==> src/rtl/dac_pkg.sv <==
// Shared constants for the dual-channel Pmod DAC writer: frame geometry,
// one-hot FSM state codes and the frame-building helper.
package dac_pkg;

   localparam int FRAME_W = 16;
   localparam int DATA_W  = 12;
   localparam int PAD_W   = 4;

   // One-hot state codes, same style as the pong_top FSM
   localparam logic [2:0] ST_IDLE  = 3'b001;
   localparam logic [2:0] ST_SHIFT = 3'b010;
   localparam logic [2:0] ST_QUIET = 3'b100;

   // Pad/mode bits are all zero: normal operation
   function automatic logic [FRAME_W-1:0] make_frame(input logic [DATA_W-1:0] d);
      return {{PAD_W{1'b0}}, d};
   endfunction

endpackage

==> src/rtl/pmod_dac_writer_sclk_divider.sv <==
// SCLK generator for the DAC writer. Idles high while disabled and toggles
// every CLK_DIV enabled cycles; rise/fall strobes mark the cycle whose
// closing clock edge produces the corresponding sclk transition.
module sclk_divider #(
   parameter int CLK_DIV = 2
) (
   input  logic clk,
   input  logic reset,
   input  logic en_i,
   output logic sclk_o,
   output logic rise_o,
   output logic fall_o
);

   localparam int DIV_W = (CLK_DIV > 1) ? $clog2(CLK_DIV) : 1;

   logic [DIV_W-1:0] div_cnt_q, div_cnt_d;
   logic             sclk_q, sclk_d;
   logic             tick;

   // Half-period counter; disabling clears it so each frame starts aligned
   always_comb begin
      tick      = en_i && (div_cnt_q == DIV_W'(CLK_DIV - 1));
      div_cnt_d = div_cnt_q;
      sclk_d    = sclk_q;
      if (!en_i) begin
         div_cnt_d = '0;
         sclk_d    = 1'b1;
      end else if (tick) begin
         div_cnt_d = '0;
         sclk_d    = ~sclk_q;
      end else begin
         div_cnt_d = div_cnt_q + DIV_W'(1);
      end
   end

   // Divider state registers with synchronous reset to the idle level
   always_ff @(posedge clk) begin
      if (reset) begin
         div_cnt_q <= '0;
         sclk_q    <= 1'b1;
      end else begin
         div_cnt_q <= div_cnt_d;
         sclk_q    <= sclk_d;
      end
   end

   assign sclk_o = sclk_q;
   assign rise_o = tick && !sclk_q;
   assign fall_o = tick && sclk_q;

endmodule

==> src/rtl/pmod_dac_writer.sv <==
// Serial writer for a dual-channel 12-bit Pmod DAC. Two 16-bit frames are
// shifted out MSB first on din_a/din_b under a shared sclk and sync_n,
// followed by a quiet gap that ends with a one-cycle done pulse.
module pmod_dac_writer
   import dac_pkg::*;
#(
   parameter int CLK_DIV   = 2,
   parameter int QUIET_CYC = 4
) (
   input  logic              clk,
   input  logic              reset,
   input  logic              start,
   input  logic [DATA_W-1:0] data_a,
   input  logic [DATA_W-1:0] data_b,
   output logic              busy,
   output logic              done,
   output logic              sync_n,
   output logic              sclk,
   output logic              din_a,
   output logic              din_b
);

   localparam int QW = $clog2(QUIET_CYC + 1);

   logic [2:0]         state_q, state_d;
   logic [FRAME_W-1:0] shift_a_q, shift_a_d;
   logic [FRAME_W-1:0] shift_b_q, shift_b_d;
   logic [3:0]         bit_cnt_q, bit_cnt_d;
   logic [QW-1:0]      quiet_cnt_q, quiet_cnt_d;
   logic               sync_n_q, sync_n_d;
   logic               busy_q, busy_d;
   logic               done_q, done_d;

   logic               sclk_rise;
   // DAC samples on this edge; the writer itself has nothing to do there
   logic               sclk_fall_unused;

   sclk_divider #(
      .CLK_DIV(CLK_DIV)
   ) u_div (
      .clk    (clk),
      .reset  (reset),
      .en_i   (state_q == ST_SHIFT),
      .sclk_o (sclk),
      .rise_o (sclk_rise),
      .fall_o (sclk_fall_unused)
   );

   // Frame sequencing: accept, shift on sclk rises, quiet gap, done
   always_comb begin
      state_d     = state_q;
      shift_a_d   = shift_a_q;
      shift_b_d   = shift_b_q;
      bit_cnt_d   = bit_cnt_q;
      quiet_cnt_d = quiet_cnt_q;
      sync_n_d    = sync_n_q;
      busy_d      = busy_q;
      done_d      = 1'b0;
      case (state_q)
         ST_IDLE: begin
            if (start && !busy_q) begin
               shift_a_d = make_frame(data_a);
               shift_b_d = make_frame(data_b);
               bit_cnt_d = '0;
               sync_n_d  = 1'b0;
               busy_d    = 1'b1;
               state_d   = ST_SHIFT;
            end
         end
         ST_SHIFT: begin
            if (sclk_rise) begin
               if (bit_cnt_q != 4'd15) begin
                  bit_cnt_d = bit_cnt_q + 4'd1;
                  shift_a_d = {shift_a_q[FRAME_W-2:0], 1'b0};
                  shift_b_d = {shift_b_q[FRAME_W-2:0], 1'b0};
               end else begin
                  // din comes from the shifter MSB, so clearing it parks din low
                  shift_a_d   = '0;
                  shift_b_d   = '0;
                  sync_n_d    = 1'b1;
                  quiet_cnt_d = '0;
                  state_d     = ST_QUIET;
               end
            end
         end
         ST_QUIET: begin
            if (quiet_cnt_q == QW'(QUIET_CYC - 1)) begin
               done_d  = 1'b1;
               busy_d  = 1'b0;
               state_d = ST_IDLE;
            end else begin
               quiet_cnt_d = quiet_cnt_q + QW'(1);
            end
         end
         default: begin
            shift_a_d = '0;
            shift_b_d = '0;
            sync_n_d  = 1'b1;
            busy_d    = 1'b0;
            state_d   = ST_IDLE;
         end
      endcase
   end

   // FSM and datapath registers; reset aborts any frame without done
   always_ff @(posedge clk) begin
      if (reset) begin
         state_q     <= ST_IDLE;
         shift_a_q   <= '0;
         shift_b_q   <= '0;
         bit_cnt_q   <= '0;
         quiet_cnt_q <= '0;
         sync_n_q    <= 1'b1;
         busy_q      <= 1'b0;
         done_q      <= 1'b0;
      end else begin
         state_q     <= state_d;
         shift_a_q   <= shift_a_d;
         shift_b_q   <= shift_b_d;
         bit_cnt_q   <= bit_cnt_d;
         quiet_cnt_q <= quiet_cnt_d;
         sync_n_q    <= sync_n_d;
         busy_q      <= busy_d;
         done_q      <= done_d;
      end
   end

   assign busy   = busy_q;
   assign done   = done_q;
   assign sync_n = sync_n_q;
   assign din_a  = shift_a_q[FRAME_W-1];
   assign din_b  = shift_b_q[FRAME_W-1];

endmodule

==> config.mk <==
export PLATFORM = sky130hd
export DESIGN_NAME = pmod_dac_writer
export DESIGN_NICKNAME = d
export VERILOG_FILES = /design/src/rtl/dac_pkg.sv /design/src/rtl/pmod_dac_writer_sclk_divider.sv /design/src/rtl/pmod_dac_writer.sv
export SDC_FILE = /design/constraint.sdc
export NUM_CORES = 1
export LEC_CHECK = 0
export ABC_AREA = 1
export CORE_UTILIZATION = 55
export DETAILED_ROUTE_END_ITERATION = 16
export PLACE_DENSITY = 0.8
export SLEW_MARGIN = 20
export SYNTH_ARGS = -nofsm -noshare
export SYNTH_HDL_FRONTEND = slang
export SYNTH_SLANG_ARGS = --single-unit
==> constraint.sdc <==
create_clock -name clk -period 2.7 [get_ports clk]
set_input_delay 0.27 -clock clk [delete_from_list [all_inputs] [get_ports clk]]
set_output_delay 0.27 -clock clk [all_outputs]
set_load 0.05 [all_outputs]
==> impl_metrics.ini, run 1 <==
[grt]
track_usage = 0.2314
grt_first_pass_wirelength_um = 7990
grt_max_degree = 36
antenna_found_initial = 0
grt_overflow = 0
grt_pass1_vias = 1978

[floorplanning]
io_pins = 33
die-area_um2 = 4500
die_h_um = 67.09
core_um2 = 4029
fp-row-count = 23
die_x_um = 67.09
start_util = 0.5783

[power_and_ir_drop]
power_density_nw_per_um2 = 1127
vdd_drop_max_v = 0.0005860
p_leak_nw = 1.328

[sta]
finalHoldViolCount = 0
slew_headroom = 0.6715
fin_setup_tns_ps = 0
fmax_mhz = 575.5
setup_violations = 0
finalCritPeriodShare = 0.6436
worst_pin_slew_ps = 491.2
fin_crit_ps = 1738
clock_skew_ps = 4.961
holdWs_ps = 452.1
grt_setup_unrepaired = false
final_max_slew_viol_count = 0

[detailed_routing]
detailroute.via_count = 2105
drt-total-wl_um = 4544
post_drt_wl_per_cell_um = 10.47
drtIter0Drc = 122
drc = 0
viasPerCell = 4.850
drt_first_pass_iters = 4
antenna_left = 0

[cts]
cts_buffers = 5
insertion_delay_ps = 290
ctsResizeCount = 0
cts_buffer_depth = 2
root_buffer = clkbuf_8
cts_tree = built
postCtsSetupBuffers = 0
clk_pin_slew_worst_paths_ps = 80
cts.htree.levels = 2
ctsHoldBuffers = 0
cts_sinks = 47

[setup_path]
crit_type = flop to output port
crit_chain = clkdlybuf4s50_1
r2r_end = shift_b_q[9]$_SDFFE_PP0P_
crit_start = u_div.sclk_o$_SDFFE_PP1P_
end_kind = output port
crit_path_start_kind = flop
required_ps = 2430
arrival_ps = 1470
rr_startpoint = state_q[2]$_SDFFE_PP0P_
rr_worst_depth = 7
crit_family = buffers and inverters
critPathBufInv = 1
slowest_delay_ps = 810
cp_max_fo = 2
slowest_stage = clkdlybuf4s50_1
r2r_setup_slack_ps = 1060

[layout]
area.growth.synth_to_final_pct = 16.11
final_util = 0.6714
final_cell_mix = nand2_1 (124), nor2_1 (66), dfxtp_1 (47)
num-nets-final = 413
final_common_cell = nand2_1
antenna_cells = 0
stdcell_area_um2 = 2705
drive_above_1_share = 0.07292

[placement]
place_area_um2 = 2605
io_buffers = 32
dp_hpwl_um = 3054
routabilityCongestion = 0.8417

[synth]
synth_area_per_cell_um2 = 6.526
synth_nets = 387
syn_area_um2 = 2330
syn-instance-count = 357
yosys_warnings = 0
ys_seq_elements = 47
seq_area_frac_synth = 0.4039
synth_cell_types = 24

[min_path]
hold_class = flop to flop
holdCritStartpoint = u_div.div_cnt_q$_SDFF_PP0_
min_to = u_div.div_cnt_q$_SDFF_PP0_
holdPathStages = 1

[run_status]
status = finished, final reports clean

[run]
cap_violations = 0
cell type report:
class,count,area [um2]
Inverter,39,151.4
Tap cell,50,62.56
Timing Repair Buffer,33,327.8
Clock buffer,8,100.1
Sequential cell,47,940.9
Fill cell,380,1324
Multi-Input combinational cell,257,1122
how the worst max path moves through the flow:
stage                                     end  slack, ps  cells after the start
finish                                   sclk        960                      1
global route        shift_b_q[9]$_SDFFE_PP0P_        860                      7
CTS                                      sclk        950                      1
detailed placement  shift_b_q[9]$_SDFFE_PP0P_        740                      8
global placement    shift_b_q[8]$_SDFFE_PP0P_        800                      8
floorplan           shift_a_q[3]$_SDFFE_PP0P_       1170                      8
per-stage QoR:
step,power [mW],instances,setup slack [ps]
final,3.049,434,962.3
after global routing,3.379,434,864.2
after CTS,3.072,434,952.5
after detailed placement,2.608,426,744.0
after global placement,2.558,426,802.2
after floorplan,2.411,357,1167
cells in the mapped netlist:
cell / n / area share
o21ai_2: 1 / 0.0038
dfxtp_1: 47 / 0.40
inv_2: 4 / 0.0064
nor2_8: 1 / 0.0086
nor2_1: 66 / 0.11
a21oi_1: 5 / 0.011
buf_4: 4 / 0.013
clkbuf_1: 1 / 0.0016
inv_1: 33 / 0.053
buf_1: 1 / 0.0016
nand3_2: 4 / 0.017
nand3_1: 15 / 0.032
or2_2: 4 / 0.011
nor2_2: 2 / 0.0054
nand2_2: 2 / 0.0054
o21ai_1: 4 / 0.0086
nand4_1: 2 / 0.0054
inv_4: 2 / 0.0054
o21ai_0: 21 / 0.045
buf_2: 2 / 0.0043
buf_6: 6 / 0.029
nand2_1: 124 / 0.20
ha_1: 3 / 0.016
nor3_1: 3 / 0.0064
logic make-up (layout without fill, tap and decap cells):
logic type               after synthesis  in the layout  share of synthesized area
AND/OR/NAND/NOR                      223            223                     0.3974
buffers and inverters                 53             80                     0.1144
flip-flops                            47             47                     0.4039
AO/OA/AOI/OAI                         31             31                    0.06821
adder cells (fa/ha/maj)                3              3                    0.01611
where the power goes:
| group | switching (mW) | internal [mW] | total [mW] | leakage (nW) |
|---|---|---|---|---|
| Sequential | 0.145 | 0.978 | 1.12 | 0.387 |
| Combinational | 0.996 | 0.473 | 1.47 | 0.889 |
| Clock | 0.223 | 0.234 | 0.456 | 0.0515 |
sequential cells by signal, indices dropped and copies added, names as in the netlist:
name             cells
bit_cnt_q            4
state_q              3
shift_b_q           16
u_div.div_cnt_q      1
u_div.sclk_o         1
done                 1
busy                 1
sync_n               1
shift_a_q           16
quiet_cnt_q          3
per-layer routing:
layer	up-vias	global-route usage	share of wire	wire (um)
met5	-	0	0	0
met4	0	0.09043	0.015	68
met3	7	0.04623	0.026	120
met2	28	0.4100	0.48	2172
met1	931	0.2677	0.48	2183
li1	1139	-	-	-
Power figures use the tool's default switching activity.
==> inputs of run 2 (changes only) <==
--- a/config.mk
+++ b/config.mk
@@ -6,9 +6,9 @@
 export NUM_CORES = 1
 export LEC_CHECK = 0
 export ABC_AREA = 1
-export CORE_UTILIZATION = 55
+export CORE_UTILIZATION = 49
 export DETAILED_ROUTE_END_ITERATION = 16
-export PLACE_DENSITY = 0.8
+export PLACE_DENSITY = 0.76
 export SLEW_MARGIN = 20
 export SYNTH_ARGS = -nofsm -noshare
 export SYNTH_HDL_FRONTEND = slang
==> constraint.sdc (replaced) <==
create_clock -name clk -period 1.58 [get_ports clk]
set_input_delay 0.158 -clock clk [delete_from_list [all_inputs] [get_ports clk]]
set_output_delay 0.158 -clock clk [all_outputs]
set_load 0.05 [all_outputs]
==> run 2 against run 1 <==
Net effect:
- critical path depth up 7
- total power up 74%
- global-route usage down 2.7 points
- utilization is 5.5 points lower
- cell area rose by 1.9%
- clock skew increased by 1.8 ps
- via count fell by 0.67%
- non-clock buffer count rose by 6
- first-iteration DRC count down 13%
- hold slack better by 6.7 ps
- critical endpoint is now shift_b_q[1]$_SDFFE_PP0P_
- largest cell class unchanged
- largest power group unchanged
==> impl_metrics.ini, run 2 (synthesis results as in run 1) <==
[run_status]
status = finished, final reports clean

[sta]
grt_setup_unrepaired = false
slew_headroom = 0.7489
setup_violations = 0
fmax_mhz = 697.2
worst_pin_slew_ps = 376.1
final_max_slew_viol_count = 0
finalHoldViolCount = 0
fin_crit_ps = 1434
fin_setup_tns_ps = 0
finalCritPeriodShare = 0.9078
clock_skew_ps = 6.808

[cts]
cts_buffers = 5
cts.htree.levels = 2
root_buffer = clkbuf_8
cts_sinks = 47
cts_buffer_depth = 2
insertion_delay_ps = 300
clk_pin_slew_worst_paths_ps = 90
cts_tree = built

[layout]
nFillCells = 404
regArea_um2 = 943.4
largest_registers = shift_a_q (16), shift_b_q (16), bit_cnt_q (4)
multiInputGateArea_um2 = 1122
final_common_cell = nand2_1
drive_above_1_share = 0.1103
final_cell_mix = nand2_1 (124), nor2_1 (66), dfxtp_1 (45)
final_util = 0.6161
num-nets-final = 419
area.growth.synth_to_final_pct = 18.31
antenna_cells = 0

[setup_path]
required_ps = 1770
arrival_ps = 1630
rr_startpoint = state_q[1]$_SDFFE_PP0P_
crit_end = shift_b_q[1]$_SDFFE_PP0P_
cp_max_fo = 11
r2r_setup_slack_ps = 150
end_kind = flop
crit_path_start_kind = flop
crit_type = flop to flop
r2r_end = shift_b_q[1]$_SDFFE_PP0P_
rr_worst_depth = 8
crit_start = state_q[1]$_SDFFE_PP0P_

[power_and_ir_drop]
power_density_nw_per_um2 = 1921
p_leak_nw = 1.363
vdd_drop_max_v = 0.0009531

[detailed_routing]
detailroute.via_count = 2091
antenna_left = 0
drc = 0
drt-total-wl_um = 4490
post_drt_wl_per_cell_um = 10.16
viasPerCell = 4.731
drtIter0Drc = 106
drt_first_pass_iters = 6

[run]
cap_violations = 0

[floorplanning]
fp-row-count = 24
die-area_um2 = 5035
die_x_um = 70.96
die_h_um = 70.96
core_um2 = 4474
start_util = 0.5207
io_pins = 33

[min_path]
holdCritStartpoint = start
holdPathStages = 3
hold_class = input pin to flop

[placement]
dp_hpwl_um = 3061
io_buffers = 32
routabilityCongestion = 0.7968

[grt]
antenna_found_initial = 0
track_usage = 0.2039
grt_overflow = 0
grt_first_pass_wirelength_um = 8190
grt_pass1_vias = 1974
grt_max_degree = 41
run 2: layout make-up:
cell class | count | share of cell area
well taps | 52 | 0.02360
inverters | 39 | 0.05674
clock inverters | 2 | 0.005901
repair buffers | 39 | 0.1344
flip-flops and latches | 47 | 0.3423
multi-input cells | 257 | 0.4072
clock buffers | 6 | 0.02996
run 2: worst min path at each step:
| stage | slack, ps | end |
|---|---|---|
| floorplan | 230 | bit_cnt_q[2]$_SDFFE_PP0P_ |
| global placement | 430 | u_div.div_cnt_q$_SDFF_PP0_ |
| detailed placement | 450 | u_div.div_cnt_q$_SDFF_PP0_ |
| CTS | 450 | busy$_SDFFE_PP0P_ |
| global route | 500 | busy$_SDFFE_PP0P_ |
| finish | 460 | busy$_SDFFE_PP0P_ |
run 2: layer usage:
metal | vias up | share of wire | wire length [um] | track usage
met2 | 34 | 0.45 | 2022 | 0.3579
met3 | 7 | 0.033 | 147 | 0.04558
met4 | 0 | 0.017 | 75 | 0.08222
met1 | 902 | 0.50 | 2245 | 0.2413
met5 | - | 0 | 0 | 0
li1 | 1148 | - | - | -
run 2: repair_timing:
action,4_1_cts,5_1_grt
endpoints found under the hold margin,0,0
gates resized for setup,0,4
hold buffers,0,0
setup buffers,0,0
endpoints found under the setup margin,0,11
run 2: stage by stage:
step                instance area, um2  setup slack (ps)  hold WS, ps  total power, mW  instances
floorplan                         2330             46.55        227.1            4.120        357
global placement                  2650             88.87        433.6            4.487        434
detailed placement                2650             53.80        448.1            4.545        434
CTS                               2749             92.30        448.0            5.337        442
global route                      2756             13.72        496.6            5.831        442
finish                            2756             145.7        458.8            5.296        442
run 2: critical path, stage by stage (launching register included):
cell and delay (ps):
dfxtp_1 380, inv_2 80, nor2_2 120, nand3_1 120, nand2_2 140, nor2_8 60
buf_4 170, o21ai_0 190, nor2_1 70
run 2: power breakdown:
part | internal [mW] | switching, mW
Sequential | 1.68 | 0.255
Clock | 0.357 | 0.409
Combinational | 0.899 | 1.70
==> inputs of run 3 (changes only) <==
--- a/config.mk
+++ b/config.mk
@@ -6,9 +6,11 @@
 export NUM_CORES = 1
 export LEC_CHECK = 0
 export ABC_AREA = 1
-export CORE_UTILIZATION = 49
+export CORE_UTILIZATION = 51
+export CTS_BUF_LIST = sky130_fd_sc_hd__clkbuf_4
+export CTS_CLUSTER_SIZE = 25
 export DETAILED_ROUTE_END_ITERATION = 16
-export PLACE_DENSITY = 0.76
+export PLACE_DENSITY = 0.78
 export SLEW_MARGIN = 20
 export SYNTH_ARGS = -nofsm -noshare
 export SYNTH_HDL_FRONTEND = slang
==> run 3 against run 2 <==
Net effect:
- via count rose by 0.14%
- combinational power rose by 4%
- cell area fell by 1.5%
- count of clock-buffer cells in the layout did not move
- clock skew rose by 1.9 ps
- register-to-register slack got worse by 20 ps
- critical endpoint is now shift_a_q[1]$_SDFFE_PP0P_
- die area fell by 3.8%
- maximum frequency fell by 1.7%
- largest power group unchanged
- highest routed layer unchanged
==> impl_metrics.ini, run 3 (synthesis results as in run 1) <==
[detailed_routing]
detailroute.via_count = 2094
drtIter0Drc = 91
drt-total-wl_um = 4422
top_layer = met4
antenna_left = 0
dr_wl_met3_um = 139
viasPerCell = 4.759
met1_length_um = 2168
route.met2.wl_um = 2048
drc = 0
post_drt_wl_per_cell_um = 10.05
drt_first_pass_iters = 4

[run_status]
status = finished, final reports clean

[placement]
place_area_um2 = 2663
dp_hpwl_um = 3113
io_buffers = 32
routabilityCongestion = 0.7871

[grt]
antenna_found_initial = 0
grt_overflow = 0
grt_first_pass_wirelength_um = 7672
grt_pass1_vias = 1921
grt_max_degree = 33
track_usage = 0.1952

[layout]
drive_above_1_share = 0.1082
largest_registers = shift_a_q (16), shift_b_q (16), bit_cnt_q (4)
area.growth.synth_to_final_pct = 16.54
stdcell_area_um2 = 2715
antenna_cells = 0
final_cell_mix = nand2_1 (123), nor2_1 (66), dfxtp_1 (45)
final_common_cell = nand2_1
num-nets-final = 419

[power_and_ir_drop]
vdd_drop_max_v = 0.0009092
power_mw = 5.143
p_leak_nw = 1.349
power_density_nw_per_um2 = 1894

[sta]
fmax_mhz = 685.3
holdWs_ps = 403.3
fin_setup_tns_ps = 0
finalCritPeriodShare = 0.9236
grt_setup_unrepaired = true
clock_skew_ps = 8.671
slew_headroom = 0.7957
finalHoldViolCount = 0
final_max_slew_viol_count = 0
setup_violations = 0
fin_crit_ps = 1459
worst_pin_slew_ps = 306.5

[floorplanning]
die_h_um = 69.59
core_um2 = 4384
fp-row-count = 24
die-area_um2 = 4842
io_pins = 33
start_util = 0.5314
die_x_um = 69.59

[cts]
cts_tree = built
insertion_delay_ps = 360
cts_sinks = 47
cts.htree.levels = 2
root_buffer = clkbuf_4
clk_pin_slew_worst_paths_ps = 120
cts_buffers = 5
cts_buffer_depth = 2

[run]
cap_violations = 0

[setup_path]
crit_path_start_kind = flop
end_kind = flop
crit_type = flop to flop
cp_max_fo = 5
required_ps = 1880
r2r_setup_slack_ps = 120
arrival_ps = 1760

[min_path]
hold_class = input pin to flop
run 3: changes by cell type in the layout (fill, tap and decap cells not counted):
cell,previous run,this run
clkbuf_4,0,6
clkbuf_8,6,0
buf_12,1,2
buf_4,12,11
clkinv_4,1,0
clkinvlp_4,1,0
inv_4,0,1
inv_6,2,1
nand2_1,124,123
nand2_2,2,3
run 3: worst paths after layout:
check                        startpoint                          to  cells after the start
min                               start           busy$_SDFFE_PP0P_                      3
min reg2reg  u_div.div_cnt_q$_SDFF_PP0_  u_div.div_cnt_q$_SDFF_PP0_                      1
max           bit_cnt_q[0]$_SDFFE_PP0P_   shift_a_q[1]$_SDFFE_PP0P_                      7
max reg2reg   bit_cnt_q[0]$_SDFFE_PP0P_   shift_a_q[1]$_SDFFE_PP0P_                      7
run 3: area by class of cell:
cell class	count	area, um2
sequential	47	943.4
fill	416	1669
tap	52	65.06
timing repair buffer	39	382.9
multi-input combinational	257	1125
clock buffer	6	45.04
inverter	39	153.9
run 3: stage by stage:
| step | cells | util | worst slack, ps |
|---|---|---|---|
| after floorplan | 357 | - | 46.55 |
| after global placement | 434 | 0.6073 | 90.06 |
| after detailed placement | 434 | 0.6073 | 77.99 |
| after CTS | 440 | 0.6176 | 98.52 |
| after global routing | 440 | 0.6193 | -18.61 |
| final | 440 | 0.6193 | 120.7 |
run 3: what timing repair did:
item | in CTS | in global routing
buffers inserted | 0 | 0
gates resized for setup | 0 | 4
hold buffers | 0 | 0
setup endpoints to repair | 0 | 20
run 3: power by group:
part,switching (mW),internal (mW)
registers,0.244,1.67
clock network,0.351,0.176
logic,1.72,0.978
total,2.32,2.83
run 3: per-layer routing:
layer | up-vias | track usage
li1 | 1145 | -
met1 | 909 | 0.2338
met2 | 33 | 0.3387
met3 | 7 | 0.03488
met4 | 0 | 0.08844
met5 | - | 0
run 3: critical path: stages, from the launching register on:
cell and delay, ps:
dfxtp_2 360, ha_1 230, nand3_1 140, nand3_2 150, buf_4 180, o21ai_0 170, nor2_1 80, nor2_1 100
